==> src/rtl/led_dim_pkg.sv <==
// led_dim_pkg: shared widths, command encodings and sequencer states for the LED dimmer
package led_dim_pkg;
  localparam int DUTY_W = 4;
  localparam int STEP_W = 16;
  localparam logic [1:0] MODE_SET     = 2'b00;
  localparam logic [1:0] MODE_RAMP    = 2'b01;
  localparam logic [1:0] MODE_BREATHE = 2'b10;
  localparam logic [1:0] MODE_STOP    = 2'b11;
  typedef enum logic [1:0] {
    ST_IDLE,
    ST_RAMP,
    ST_BREATHE_UP,
    ST_BREATHE_DN
  } state_t;
endpackage

==> src/rtl/led_fade_sequencer_step_timer.sv <==
// step_timer: reloadable down-counter that ticks while at zero and reloads itself
module step_timer #(
  parameter int W = 16
) (
  input  logic         clk,
  input  logic         rst_n,
  input  logic         load,
  input  logic [W-1:0] load_val,
  output logic         tick
);
  logic [W-1:0] cnt;
  logic [W-1:0] rel;
  assign tick = cnt == '0;
  always_ff @(posedge clk or negedge rst_n) begin
    if (!rst_n) begin
      cnt <= '0;
      rel <= '0;
    end else if (load) begin
      cnt <= load_val;
      rel <= load_val;
    end else begin
      cnt <= tick ? rel : cnt - 1'b1;
    end
  end
endmodule

==> src/rtl/led_fade_sequencer.sv <==
// led_fade_sequencer: SET/RAMP/BREATHE/STOP command engine driving the pwm_top duty level
module led_fade_sequencer #(
  parameter int DUTY_W = led_dim_pkg::DUTY_W,
  parameter int STEP_W = led_dim_pkg::STEP_W
) (
  input  logic              clk,
  input  logic              rst_n,
  input  logic              cmd_valid,
  output logic              cmd_ready,
  input  logic [1:0]        cmd_mode,
  input  logic [DUTY_W-1:0] cmd_target,
  input  logic [STEP_W-1:0] cmd_step,
  output logic [DUTY_W-1:0] duty_cycle,
  output logic              busy,
  output logic              done
);
  import led_dim_pkg::*;
  state_t            state;
  logic [DUTY_W-1:0] tgt;
  logic [DUTY_W-1:0] up;
  logic [DUTY_W-1:0] dn;
  logic [STEP_W-1:0] load_val;
  logic              accept;
  logic              load;
  logic              tick;
  assign accept   = cmd_valid & cmd_ready;
  assign load     = accept & (cmd_mode == MODE_RAMP | cmd_mode == MODE_BREATHE);
  assign load_val = (cmd_step == '0) ? '0 : cmd_step - 1'b1;
  assign up       = duty_cycle + 1'b1;
  assign dn       = duty_cycle - 1'b1;
  step_timer #(.W(STEP_W)) u_timer (
    .clk     (clk),
    .rst_n   (rst_n),
    .load    (load),
    .load_val(load_val),
    .tick    (tick)
  );
  // An accept always takes priority, so a coincident tick is simply dropped.
  always_ff @(posedge clk or negedge rst_n) begin
    if (!rst_n) begin
      state      <= ST_IDLE;
      duty_cycle <= '0;
      tgt        <= '0;
      busy       <= 1'b0;
      done       <= 1'b0;
      cmd_ready  <= 1'b1;
    end else begin
      done <= 1'b0;
      if (accept) begin
        tgt <= cmd_target;
        case (cmd_mode)
          MODE_SET: begin
            duty_cycle <= cmd_target;
            done       <= 1'b1;
            state      <= ST_IDLE;
            busy       <= 1'b0;
            cmd_ready  <= 1'b1;
          end
          MODE_RAMP: begin
            done      <= cmd_target == duty_cycle;
            state     <= (cmd_target == duty_cycle) ? ST_IDLE : ST_RAMP;
            busy      <= cmd_target != duty_cycle;
            cmd_ready <= cmd_target == duty_cycle;
          end
          MODE_BREATHE: begin
            duty_cycle <= (cmd_target == '0) ? '0 : duty_cycle;
            done       <= cmd_target == '0;
            state      <= (cmd_target == '0) ? ST_IDLE :
                          (duty_cycle >= cmd_target) ? ST_BREATHE_DN : ST_BREATHE_UP;
            busy       <= cmd_target != '0;
            cmd_ready  <= 1'b1;
          end
          default: begin
            done      <= 1'b1;
            state     <= ST_IDLE;
            busy      <= 1'b0;
            cmd_ready <= 1'b1;
          end
        endcase
      end else begin
        case (state)
          ST_RAMP: begin
            if (duty_cycle == tgt) begin
              done      <= 1'b1;
              state     <= ST_IDLE;
              busy      <= 1'b0;
              cmd_ready <= 1'b1;
            end else if (tick) begin
              duty_cycle <= (duty_cycle < tgt) ? up : dn;
            end
          end
          ST_BREATHE_UP: begin
            if (tick) begin
              duty_cycle <= up;
              state      <= (up == tgt) ? ST_BREATHE_DN : ST_BREATHE_UP;
            end
          end
          ST_BREATHE_DN: begin
            if (tick) begin
              duty_cycle <= dn;
              state      <= (dn == '0) ? ST_BREATHE_UP : ST_BREATHE_DN;
            end
          end
          default: ;
        endcase
      end
    end
  end
endmodule
==> config.mk <==
export PLATFORM = sky130hd
export DESIGN_NAME = led_fade_sequencer
export DESIGN_NICKNAME = d
export VERILOG_FILES = /design/src/rtl/led_dim_pkg.sv /design/src/rtl/led_fade_sequencer_step_timer.sv /design/src/rtl/led_fade_sequencer.sv
export SDC_FILE = /design/constraint.sdc
export NUM_CORES = 1
export LEC_CHECK = 0
export ABC_AREA = 1
export ABC_CLOCK_PERIOD_IN_PS = 2200
export BUFFER_PORTS_ARGS = -buffer_cell sky130_fd_sc_hd__buf_2
export CAP_MARGIN = 20
export CORE_UTILIZATION = 30
export DETAILED_ROUTE_END_ITERATION = 6
export PLACE_DENSITY = 0.47
export SETUP_SLACK_MARGIN = 0.2
export SLEW_MARGIN = 20
export SYNTH_ARGS = -nofsm -noshare
export SYNTH_HDL_FRONTEND = slang
export SYNTH_SLANG_ARGS = --single-unit
==> constraint.sdc <==
create_clock -name clk -period 2.2 [get_ports clk]
set_input_delay 0.11 -clock clk [delete_from_list [all_inputs] [get_ports clk]]
set_output_delay 0.11 -clock clk [all_outputs]
set_load 0.005 [all_outputs]
==> metrics.txt, run 1 <==
num ports 32; worst setup margin 353 ps; core area 10500 µm²; initial DRC count 96; worst r2r src duty_cycle[3]; crit path launch duty_cycle[3]; Reg area 1130 µm²; Setup-failing EPs final 0; WL/cell 12.1 µm; fin. max-slew vios 0; Layout Nets 568; Yosys reg bits 45; die height 107 µm; fin cells 659; FP Rows 37; RSZ-0062 raised after global routing no; Initial Utilization 31.4%; Max Fclk 541 MHz; Netlist cell types 34; CP endpoint duty_cycle[0]; Synth Area per Inst 6.83 µm²; placed cell count 648; Worst-Margin Slew 596 ps; CP Data Required Time 2410 ps; largest net degree at the start of global routing 46; Worst Hold Class input pin to register; Net Count, Synth 529; multi-input logic area 1890 µm²; clk slew on worst S/H paths 100 ps; maximum vdd drop 194 µV; relative slew slack 60.3%; grt total ovfl 0; met1 usage 19.3%; GP Congestion 0.793; clk_lat worst skew 300 ps; first drt pass iteration count 4; Total Neg Setup Slack 0 ps; Root Driver clkbuf_8; grt met3 use 2.07%; leakage power total 2.25 nW; Max clock buf depth 2; full die area 11400 µm²; asr flop ratio synth 100%; first-pass GRT wire length 13.8 mm; Chip Width 107 µm; GR peak layer met2; Seq/Total Area, Yosys 34.2%; post-synth top area share 33.4%; CTS tree yes; most common cell after layout, fill and taps aside nand2_1; pwr dens 424 nW/µm²; vias per cell 4.52; period utilization 84.0%; main area contributors after synthesis dfrtp_1 33%, nand2_1 19%, ha_1 8.0%, inv_1 6.7%, nor2_1 6.4%; Antenna diodes 0; ANT nets after route 0; nature of the critical path startpoint register; DRC violation count after routing 0; cell area after synthesis 3300 µm²; hold violation total from the final report 0; share of post-route cells with drive strength above 1 13.4%; area grow syn2layout 13.6%; initial antenna violation count 0; vias in the first global route 2954; final WL 7.96 mm; CP Max Fanout 8; Synth Warn # 0; final core utilization 35.7%; clk sinks 45; worst reg-to-reg path cell count 9; CTS H-Tree Depth 2; Post-synth EDFFs 0; HPWL after detailed placement 6.19 mm; status finished, final reports clean; Clock Skews 12.3 ps; worst r2r dst duty_cycle[0]; GRT Total Usage 15.4%; Power Total 1.59 mW; met2 Track Usage GR 27.1%; area leader, netlist dfrtp_1; worst slack at placement 276 ps; Critical Path Sink Type register; maxcap violations 0; number of I/O port buffers 31; Primary FF master, synth dfrtp_1; CTS Buf Count 5; reg2reg setup slack 350 ps; vias after detailed routing 2976; Tmin final 1850 ps; most frequent cells in the layout 170 x nand2_1, 59 x inv_1, 56 x nor2_1, 42 x dfrtp_1, 40 x nand3_1; Layout fillers 1129; worst path arrival time 2060 ps; Cells after Synth 483; crit path kind register to register
==> synth_stat cells (2+ instances only) <==
cell / number
nand3_1: 40
nand2_4: 2
a22o_1: 3
buf_6: 3
o21ai_1: 2
or2_0: 2
o22ai_1: 3
nor2_2: 4
buf_2: 5
nor2_1: 56
a21oi_1: 6
o21ai_0: 14
nor3_1: 3
nand2_1: 170
inv_1: 59
ha_1: 21
dfrtp_1: 44
nand4_1: 9
xor2_1: 8
xnor2_1: 4
nand2_2: 10
o21bai_1: 2
o21a_1: 2
==> metal layers <==
metal / up-vias / routed length, µm / share of wire (%)
met3: 6 / 176 / 2.2
li1: 1601 / - / -
met1: 1328 / 3810 / 48
met4: 0 / 109 / 1.4
met2: 41 / 3860 / 48
met5: - / 0 / 0
==> cell families (layout without fill, tap and decap cells) <==
kind of cell,after synthesis,after routing,synth area share (%)
AO/OA/AOI/OAI,36,36,6.63
XOR/XNOR,12,12,3.18
adder cells (fa/ha/maj),21,21,7.96
buffers and inverters,68,108,8.68
flip-flops,45,45,34.2
AND/OR/NAND/NOR,301,301,39.4
==> cell type report <==
cell class | count | share of cell area [%]
multi-input cells | 370 | 50.3
flip-flops and latches | 45 | 30.1
inverters | 60 | 6.07
clock inverters | 2 | 1.03
well taps | 136 | 4.54
clock buffers | 6 | 1.93
repair buffers | 40 | 6.00
==> worst max-delay path, stage by stage, from the launching register on <==
cell and delay (ps):
dfrtp_1 490, ha_1 340, nand2_1 70, nor2_1 190, nand3_1 120, nand2_1 70, nor2_1 40, nand2_1 130
inv_1 110, o21ai_0 200
==> flip-flops by register name, summed over array words and instances (netlist names) <==
name and flops:
u_timer.cnt 16, u_timer.rel 16, duty_cycle 4, tgt 4, state 2, busy 1
cmd_ready 1, done 1
==> where the power goes <==
group	internal, mW	leakage [nW]	switching [mW]
clock network	0.342	0.0554	0.305
registers	0.826	0.598	0
logic	0.0415	1.59	0.0767
total	1.21	2.25	0.382
==> worst min path at each step <==
stage / from / to / slack, ps / depth (start not counted)
after floorplan: rst_n / busy / -190 / 0
final: cmd_target[0] / tgt[0] / 90 / 3
after global routing: cmd_target[0] / tgt[0] / 80 / 3
after global placement: rst_n / u_timer.rel[1] / 250 / 2
after detailed placement: rst_n / u_timer.cnt[1] / 250 / 2
after CTS: cmd_target[0] / tgt[0] / 80 / 3
==> stage by stage <==
stage / instance area [µm²] / hold WS, ps
2_1_floorplan: 3300 / -186
3_3_place_gp: 3610 / 247
3_5_place_dp: 3610 / 252
4_1_cts: 3730 / 76.5
5_1_grt: 3750 / 79.0
6_report: 3750 / 85.2
==> timing repair <==
action | 4_1_cts | 5_1_grt
resized for setup | 0 | 2
endpoints found under the hold margin | 44 | 0
setup endpoints to repair | 0 | 5
setup buffers | 0 | 2
hold buffers | 1 | 0
Power figures use the tool's default switching activity.
==> run 2, diff against run 1 <==
ABC_CLOCK_PERIOD_IN_PS = 1900   (was 2200)
clock period = 1.9 ns   (was 2.2 ns; I/O delays follow)
==> metrics.txt, run 2 (synthesis results as in run 1) <==
crit path kind register to register; Max clock buf depth 2; placed cell area 3650 µm²; Layout Nets 584; core area 10500 µm²; fin. max-slew vios 0; placed cell count 651; Clock Skews 10.5 ps; Power Total 1.86 mW; Power Internal 1.41 mW; share of post-route cells with drive strength above 1 22.3%; grt total ovfl 0; clk_lat worst skew 300 ps; CP top delay family simple AND/OR/NAND/NOR gates; num ports 32; final WL 8.80 mm; maximum vdd drop 292 µV; Max Fclk 615 MHz; most common cell after layout, fill and taps aside nand2_1; Worst Hold Class input pin to register; cell chain of the critical path buf_4 -> ha_4 -> nand2_4 -> nor2_4 -> nand3_2 -> nand2_1 -> nor2_1 -> nand2_2 -> inv_2 -> nor2_1 -> a21oi_1; Setup-failing EPs final 0; initial antenna violation count 0; Clock power frac 40.6%; CP max stage delay 390 ps; Sw Ratio 24.5%; HPWL after detailed placement 6.69 mm; hold slack 50.8 ps; pwr dens 454 nW/µm²; Root Driver clkbuf_8; initial DRC count 105; CP Data Required Time 2090 ps; full die area 11400 µm²; Initial Utilization 31.4%; Worst-Margin Slew 601 ps; period utilization 85.6%; maxcap violations 0; sw power 0.456 mW; combinational share of power 8.0%; worst path arrival time 1820 ps; WL/cell 13.0 µm; worst slack at placement 71.1 ps; Chip Width 107 µm; CTS tree yes; vias in the first global route 3176; DRC violation count after routing 0; cell area after layout 4100 µm²; CTS H-Tree Depth 2; Worst path slowest cell dfrtp_1; clk sinks 45; multi-input logic area 2080 µm²; first-pass GRT wire length 15.2 mm; relative slew slack 59.6%; hold violation total from the final report 0; most frequent cells in the layout 161 x nand2_1, 52 x inv_1, 49 x nor2_1, 43 x dfrtp_1, 38 x nand3_1; GRT Total Usage 16.7%; first drt pass iteration count 6; final core utilization 39.0%; CTS Buf Count 5; status finished, final reports clean; fin cells 675; largest net degree at the start of global routing 26; Antenna diodes 0; leakage power total 2.35 nW; most frequent CP cell nor2_1; Layout fillers 1123; RSZ-0062 raised after global routing yes; Critical Path Sink Type register; nature of the critical path startpoint register; GP Congestion 0.811; ANT nets after route 0; vias per cell 4.66; Top Registers u_timer.cnt x16, u_timer.rel x16; vias after detailed routing 3143; Total Neg Setup Slack 0 ps; worst path bufs/invs 2; Reg area 1130 µm²; area grow syn2layout 24.1%; worst setup margin 273 ps; Tmin final 1630 ps; FP Rows 37; CP Max Fanout 5; sequential share of power 51.4%; die height 107 µm; clk slew on worst S/H paths 100 ps; number of I/O port buffers 31
run 2: cell count changes in the layout (fill, tap and decap cells not counted), moves of 4 or more:
cell / delta
inv_1: -7
nor2_4: +5
nor2_1: -7
nand2_2: +8
inv_2: +6
ha_1: -7
ha_4: +4
nand2_1: -9
buf_4: +12
run 2: area by class of cell:
cell class	count	share of cell area [%]
multi-input combinational	370	50.7
sequential	45	27.5
timing repair buffer	56	9.22
inverter	60	5.65
tap	136	4.15
clock buffer	6	1.77
clock inverter	2	0.947
run 2: repair_timing:
item / CTS / global route
buffers inserted: 3 / 12
gates cloned: 0 / 0
hold buffers: 1 / 0
endpoints found under the hold margin: 19 / 0
endpoints found under the setup margin: 32 / 24
pin swaps: 3 / 12
gates resized for setup: 14 / 40
run 2: power groups by stage:
stage	Clock [mW]	Sequential (mW)	Combinational, mW
floorplan	0	0.976	0.0646
global placement	0	0.976	0.145
detailed placement	0	0.976	0.145
CTS	0.783	0.957	0.149
global route	0.812	0.957	0.170
finish	0.756	0.957	0.149
run 2: worst min-delay path, delay by kind of cell:
family | cells | cell delay [ps]
buffers and inverters | 1 | 100
AOI/OAI and AO/OA | 1 | 70
and+or+nand+nor | 1 | 60
run 2: path summary, 6_finish.rpt:
check,from,depth (start not counted),to,slack (ps)
max in group asynchronous,rst_n,3,u_timer.rel[11],1020
max reg2reg,duty_cycle[3],11,duty_cycle[3],270
min reg2reg,u_timer.rel[14],2,u_timer.rel[14],480
min,cmd_target[3],3,tgt[3],50
max,duty_cycle[3],11,duty_cycle[3],270
min in group asynchronous,rst_n,2,u_timer.rel[1],320
run 2: routing by layer:
layer	vias up	part of all wire, %	track usage [%]
met3	6	2.1	1.70
met2	60	51	30.5
met4	0	1.2	4.40
li1	1633	-	-
met5	-	0	0
met1	1444	46	20.9
